### src/rtl/td4_pkg.sv
`default_nettype none
// ============================================================================
// Module   : td4_pkg
// Brief    : Shared opcodes, FSM states and decode select types for the
//            parametrised TD4 core.
// Revision : 1.0 - initial release
// ============================================================================
package td4_pkg;

    localparam int OPW = 4;

    typedef enum logic [3:0] {
        OP_ADD_A     = 4'b0000,
        OP_MOV_A_B   = 4'b0001,
        OP_IN_A      = 4'b0010,
        OP_MOV_A_IMM = 4'b0011,
        OP_MOV_B_A   = 4'b0100,
        OP_ADD_B     = 4'b0101,
        OP_IN_B      = 4'b0110,
        OP_MOV_B_IMM = 4'b0111,
        OP_OUT_B     = 4'b1001,
        OP_OUT_IMM   = 4'b1011,
        OP_JNC       = 4'b1110,
        OP_JMP       = 4'b1111
    } opcode_t;

    typedef enum logic [0:0] {
        FETCH = 1'b0,
        EXEC  = 1'b1
    } state_t;

    typedef enum logic [1:0] {
        DST_NONE = 2'd0,
        DST_A    = 2'd1,
        DST_B    = 2'd2,
        DST_OUT  = 2'd3
    } dest_t;

    typedef enum logic [2:0] {
        SRC_IMM = 3'd0,
        SRC_A   = 3'd1,
        SRC_B   = 3'd2,
        SRC_SW  = 3'd3,
        SRC_SUM = 3'd4
    } src_t;

endpackage
`default_nettype wire

### src/rtl/td4_decode.sv
`default_nettype none
// ============================================================================
// Module   : td4_decode
// Brief    : Combinational instruction decoder: destination/source selects,
//            add flag and jump resolution against the carry flag.
// Revision : 1.0 - initial release
// ============================================================================
module td4_decode
    import td4_pkg::*;
(
    input  logic [OPW-1:0] i_opcode,
    input  logic           i_cf,
    output dest_t          o_dest,
    output src_t           o_src,
    output logic           o_is_add,
    output logic           o_jump_taken
);

    always_comb begin
        o_dest       = DST_NONE;
        o_src        = SRC_IMM;
        o_is_add     = 1'b0;
        o_jump_taken = 1'b0;
        case (i_opcode)
            OP_ADD_A:     begin o_dest = DST_A;   o_src = SRC_SUM; o_is_add = 1'b1; end
            OP_MOV_A_B:   begin o_dest = DST_A;   o_src = SRC_B;   end
            OP_IN_A:      begin o_dest = DST_A;   o_src = SRC_SW;  end
            OP_MOV_A_IMM: begin o_dest = DST_A;   o_src = SRC_IMM; end
            OP_MOV_B_A:   begin o_dest = DST_B;   o_src = SRC_A;   end
            OP_ADD_B:     begin o_dest = DST_B;   o_src = SRC_SUM; o_is_add = 1'b1; end
            OP_IN_B:      begin o_dest = DST_B;   o_src = SRC_SW;  end
            OP_MOV_B_IMM: begin o_dest = DST_B;   o_src = SRC_IMM; end
            OP_OUT_B:     begin o_dest = DST_OUT; o_src = SRC_B;   end
            OP_OUT_IMM:   begin o_dest = DST_OUT; o_src = SRC_IMM; end
            // JNC looks at the carry left by the previous instruction
            OP_JNC:       o_jump_taken = ~i_cf;
            OP_JMP:       o_jump_taken = 1'b1;
            default:      ;
        endcase
    end

endmodule
`default_nettype wire

### src/rtl/td4_core_param.sv
`default_nettype none
// ============================================================================
// Module   : td4_core_param
// Brief    : Two-register TD4-style CPU with configurable data/address widths,
//            handshaked instruction fetch and carry-driven control flow.
// Revision : 1.0 - initial release
// ============================================================================
module td4_core_param
    import td4_pkg::*;
#(
    parameter int DW = 4,
    parameter int AW = 4
) (
    input  logic              clk,
    input  logic              rst,
    input  logic              run,
    output logic              imem_req,
    output logic [AW-1:0]     imem_addr,
    input  logic              imem_valid,
    input  logic [OPW+DW-1:0] imem_data,
    input  logic [DW-1:0]     switch_in,
    output logic [DW-1:0]     out_port,
    output logic              out_strobe,
    output logic              retire,
    output logic              cf_out
);

    state_t            r_state;
    state_t            w_state_next;
    logic [DW-1:0]     r_a;
    logic [DW-1:0]     r_b;
    logic [DW-1:0]     r_out;
    logic              r_cf;
    logic              r_strobe;
    logic [AW-1:0]     r_pc;
    logic [OPW+DW-1:0] r_ir;

    logic [DW-1:0]     w_imm;
    logic [DW-1:0]     w_add_op;
    logic [DW:0]       w_sum;
    logic [DW-1:0]     w_src;
    logic [AW-1:0]     w_target;
    dest_t             w_dest;
    src_t              w_src_sel;
    logic              w_is_add;
    logic              w_jump;
    logic              w_exec;
    logic              w_fetch_hit;

    assign w_imm       = r_ir[DW-1:0];
    assign w_exec      = (r_state == EXEC);
    assign w_fetch_hit = (r_state == FETCH) && run && imem_valid;

    td4_decode u_decode (
        .i_opcode     (r_ir[OPW+DW-1:DW]),
        .i_cf         (r_cf),
        .o_dest       (w_dest),
        .o_src        (w_src_sel),
        .o_is_add     (w_is_add),
        .o_jump_taken (w_jump)
    );

    // One adder serves both ADD A and ADD B; the destination picks the operand
    assign w_add_op = (w_dest == DST_B) ? r_b : r_a;
    assign w_sum    = {1'b0, w_add_op} + {1'b0, w_imm};

    always_comb begin
        case (w_src_sel)
            SRC_A:   w_src = r_a;
            SRC_B:   w_src = r_b;
            SRC_SW:  w_src = switch_in;
            SRC_SUM: w_src = w_sum[DW-1:0];
            default: w_src = w_imm;
        endcase
    end

    generate
        if (AW <= DW) begin : g_tgt_trunc
            assign w_target = w_imm[AW-1:0];
        end else begin : g_tgt_ext
            assign w_target = {{(AW-DW){1'b0}}, w_imm};
        end
    endgenerate

    always_ff @(posedge clk or posedge rst) begin
        if (rst) begin
            r_state <= FETCH;
        end else begin
            r_state <= w_state_next;
        end
    end

    always_comb begin
        w_state_next = r_state;
        case (r_state)
            FETCH:   if (run && imem_valid) w_state_next = EXEC;
            EXEC:    w_state_next = FETCH;
            default: w_state_next = FETCH;
        endcase
    end

    // Outputs are forced low while reset is held, not just after it
    always_comb begin
        imem_req = 1'b0;
        retire   = 1'b0;
        if (!rst) begin
            case (r_state)
                FETCH:   imem_req = run;
                EXEC:    retire   = 1'b1;
                default: ;
            endcase
        end
    end

    always_ff @(posedge clk or posedge rst) begin
        if (rst) begin
            r_a      <= '0;
            r_b      <= '0;
            r_out    <= '0;
            r_cf     <= 1'b0;
            r_strobe <= 1'b0;
            r_pc     <= '0;
            r_ir     <= '0;
        end else begin
            r_strobe <= 1'b0;
            if (w_fetch_hit) begin
                r_ir <= imem_data;
            end
            if (w_exec) begin
                case (w_dest)
                    DST_A:   r_a <= w_src;
                    DST_B:   r_b <= w_src;
                    DST_OUT: begin
                        r_out    <= w_src;
                        r_strobe <= 1'b1;
                    end
                    default: ;
                endcase
                r_cf <= w_is_add & w_sum[DW];
                r_pc <= w_jump ? w_target : r_pc + AW'(1);
            end
        end
    end

    assign imem_addr  = r_pc;
    assign out_port   = r_out;
    assign out_strobe = r_strobe;
    assign cf_out     = r_cf;

endmodule
`default_nettype wire

### config.mk
export PLATFORM = sky130hd
export DESIGN_NAME = td4_core_param
export DESIGN_NICKNAME = d
export VERILOG_FILES = /design/src/rtl/td4_pkg.sv /design/src/rtl/td4_decode.sv /design/src/rtl/td4_core_param.sv
export SDC_FILE = /design/constraint.sdc
export NUM_CORES = 1
export LEC_CHECK = 0
export CORE_MARGIN = 2
export CORE_UTILIZATION = 38
export DETAILED_ROUTE_END_ITERATION = 8
export GPL_TIMING_DRIVEN = 0
export PLACE_DENSITY = 0.58
export SETUP_SLACK_MARGIN = 0.02
export SYNTH_ARGS = -nofsm -noshare
export SYNTH_HDL_FRONTEND = slang
export SYNTH_SLANG_ARGS = --single-unit
### constraint.sdc
create_clock -name clk -period 3.5 [get_ports clk]
set_input_delay 0.875 -clock clk [delete_from_list [all_inputs] [get_ports clk]]
set_output_delay 0.875 -clock clk [all_outputs]
set_load 0.005 [all_outputs]
==> key figures <==
Status
  – Outcome: finished, final reports clean

Synthesis
  – Sequential area share after synthesis: 0.4147
  – Mapped cell area: 1629 sq um
  – EDFF count, synth: 0
  – Top cell type's share of synthesized area: 0.4147
  – Synth warnings: 0
  – Yosys cell types: 45
  – Synth top cells by count: nand2_1 (38), dfrtp_1 (27), o31ai_1 (13)
  – Mapped Cells: 172
  – Syn avg cell area: 9.471 sq um
  – Yosys reg bits: 27
  – Top-count cell post-synth: nand2_1
  – Ranking of synthesized cells by area: dfrtp_1 (41%), nand2_1 (8.8%), o31ai_1 (6.0%)
  – Post-synth top flop: dfrtp_1
  – Syn nets: 195
  – Async S/R FF share, synth: 1.000
  – Yosys top cell by area: dfrtp_1

Worst setup path
  – Worst setup EP type: output port
  – Critical path launch point: run
  – Crit path max fanout: 2
  – Critical path required time: 2620 ps
  – Setup CP Type: primary input to output port
  – Startpoint Class: primary input
  – Reg-to-Reg Start: r_ir[6]
  – Worst EP arrival: 2060 ps

Flow run
  – Max Cap Viol: 0

Routing
  – Final wirelength: 3907 um
  – Drt wl/cell: 15.44 um
  – Drt drc: 0
  – Via count: 1,397
  – Post-route ant nets: 0
  – Initial DRC Count: 58
  – DRT Pass-1 Iters: 4
  – Vias per cell: 5.522

STA
  – Max Fclk: 0.3409 GHz
  – Worst Tran Pin Value: 1056 ps
  – RSZ-0062 raised after global routing: false
  – Clk_skew: 11.56 ps
  – Final setup vio count: 0
  – Final min period: 2933 ps
  – Worst setup margin: 566.8 ps
  – Ratio of final minimum period to clock period: 0.8381
  – Setup TNS: 0 ps
  – Final Max Slew Viols: 0
  – Fin. Hold Viols: 0
  – Worst rel slew slack: 0.2951

Global routing
  – Largest net degree at the start of global routing: 28
  – Initial antenna violation count: 0
  – GRT Residual Overflow: 0
  – GRT Total Usage: 0.1770
  – Vias in the first global route: 1,425
  – First-pass GRT wire length: 6789 um

CTS
  – H-Tree Depth: 1
  – Clock net sink count: 27
  – CTS buffer count: 3
  – Longest Clk Path Bufs: 2
  – CTS Hold Bufs: 0
  – Clk root buf: clkbuf_8
  – TritonCTS clock tree: built
  – Clock-pin transition on the worst setup and hold timing paths: 100 ps
  – Post-CTS setup buffer count: 0
  – Post_cts resized: 0
  – Worst-Skew Late Latency: 280 ps

Die
  – Width of the die: 69.48 um
  – FP Rows: 23
  – Starting Density: 0.4015
  – CORE AREA: 4058 sq um
  – Die area: 4827 sq um
  – Height of the die: 69.48 um
  – IO Pins: 28

Pwr
  – Power, Total: 1.312 mW
  – Cell Pwr Density: 653.6 nW/um^2
  – IR drop worst, VDD: 0.2657 mV
  – Leakage power: 0.8947 nW

Finish
  – Non-filler cells in the finished layout: 253
  – Finished Cell Area: 2007 sq um
  – Diodes inserted: 0
  – Area grow syn2layout: 23.19%
  – Nets: 227
  – Share of layout cells above drive strength 1: 0.1330

Placed design
  – Placed Cells: 249
  – Dpl ws: 575.3 ps
  – Port Buffers: 27
  – Post-DP HPWL: 2804 um
  – Placer congestion estimate: 0.8262
  – Placed cell areas: 1962 sq um

Min path
  – Min-delay src: out_port[0]
  – Worst hold path class: flop to flop
critical path: stages:
cell	delay (ps)
clkdlybuf4s50_1	470
nor3b_1	180
clkdlybuf4s50_1	530
kinds of logic after synthesis:
| family | Yosys count | share of synthesized area |
|---|---|---|
| simple gates | 68 | 0.2105 |
| compound gates | 44 | 0.1982 |
| flops | 27 | 0.4147 |
| buf+inv | 15 | 0.04762 |
| mux | 10 | 0.06528 |
| fa+ha+maj | 7 | 0.05837 |
| xor+xnor | 1 | 0.005377 |
stage by stage:
stage,hold slack (ps),util
after floorplan,464.9,-
after CTS,488.3,0.4946
after detailed placement,467.5,0.4835
after global routing,505.9,0.4946
final,484.5,0.4946
after global placement,463.1,0.4835
worst paths after layout:
path	slack, ps	to	cells past startpoint
setup / recovery	570	imem_req	3
hold / removal	480	out_port[0]	2
setup reg to reg	680	out_port[1]	9
hold reg to reg	480	out_port[0]	2
max in group asynchronous	1640	r_a[2]	2
min in group asynchronous	1220	r_ir[3]	2
per-layer routing:
metal,up-vias,wire (um),GRT usage
met5,-,0,0
met4,0,58,0.05882
met3,7,195,0.02471
met2,49,1748,0.2863
met1,668,1904,0.2442
li1,673,-,-
area by class of cell:
| cell class | instances | area [sq um] |
|---|---|---|
| tap | 50 | 62.56 |
| multi-input combinational | 130 | 875.8 |
| timing repair buffer | 27 | 270.3 |
| clock buffer | 4 | 45.04 |
| buffer | 7 | 47.55 |
| sequential | 27 | 675.6 |
| inverter | 8 | 30.03 |
| fill | 377 | 2051 |
sequential cells by signal, indices dropped and copies added (netlist names):
name / flops
out_strobe: 1
out_port: 4
imem_addr: 4
r_b: 4
r_a: 4
r_ir: 8
r_state: 1
cf_out: 1
power by group:
| part | switching, mW | internal [mW] | total (mW) | leakage (nW) |
|---|---|---|---|---|
| sequential | 0.105 | 0.421 | 0.526 | 0.330 |
| combinational | 0.272 | 0.332 | 0.604 | 0.542 |
| clock | 0.100 | 0.0818 | 0.182 | 0.0228 |
cell usage in the layout (no fill, tap or decap), types with 2 or more instances in the layout:
master,instances
buf_2,2
mux2_2,5
nand2_1,38
mux2i_1,5
a21oi_1,6
o21ai_0,6
dfrtp_1,27
ha_1,6
nand2b_1,2
clkdlybuf4s50_1,27
o31ai_1,13
nand3b_1,2
a22oi_1,5
nor2_1,6
clkbuf_8,4
and2b_2,2
clkbuf_1,3
or2_2,3
nand3_1,2
o221a_2,2
inv_1,8
o21a_1,2
nor3b_1,4
Power figures use the tool's default switching activity.
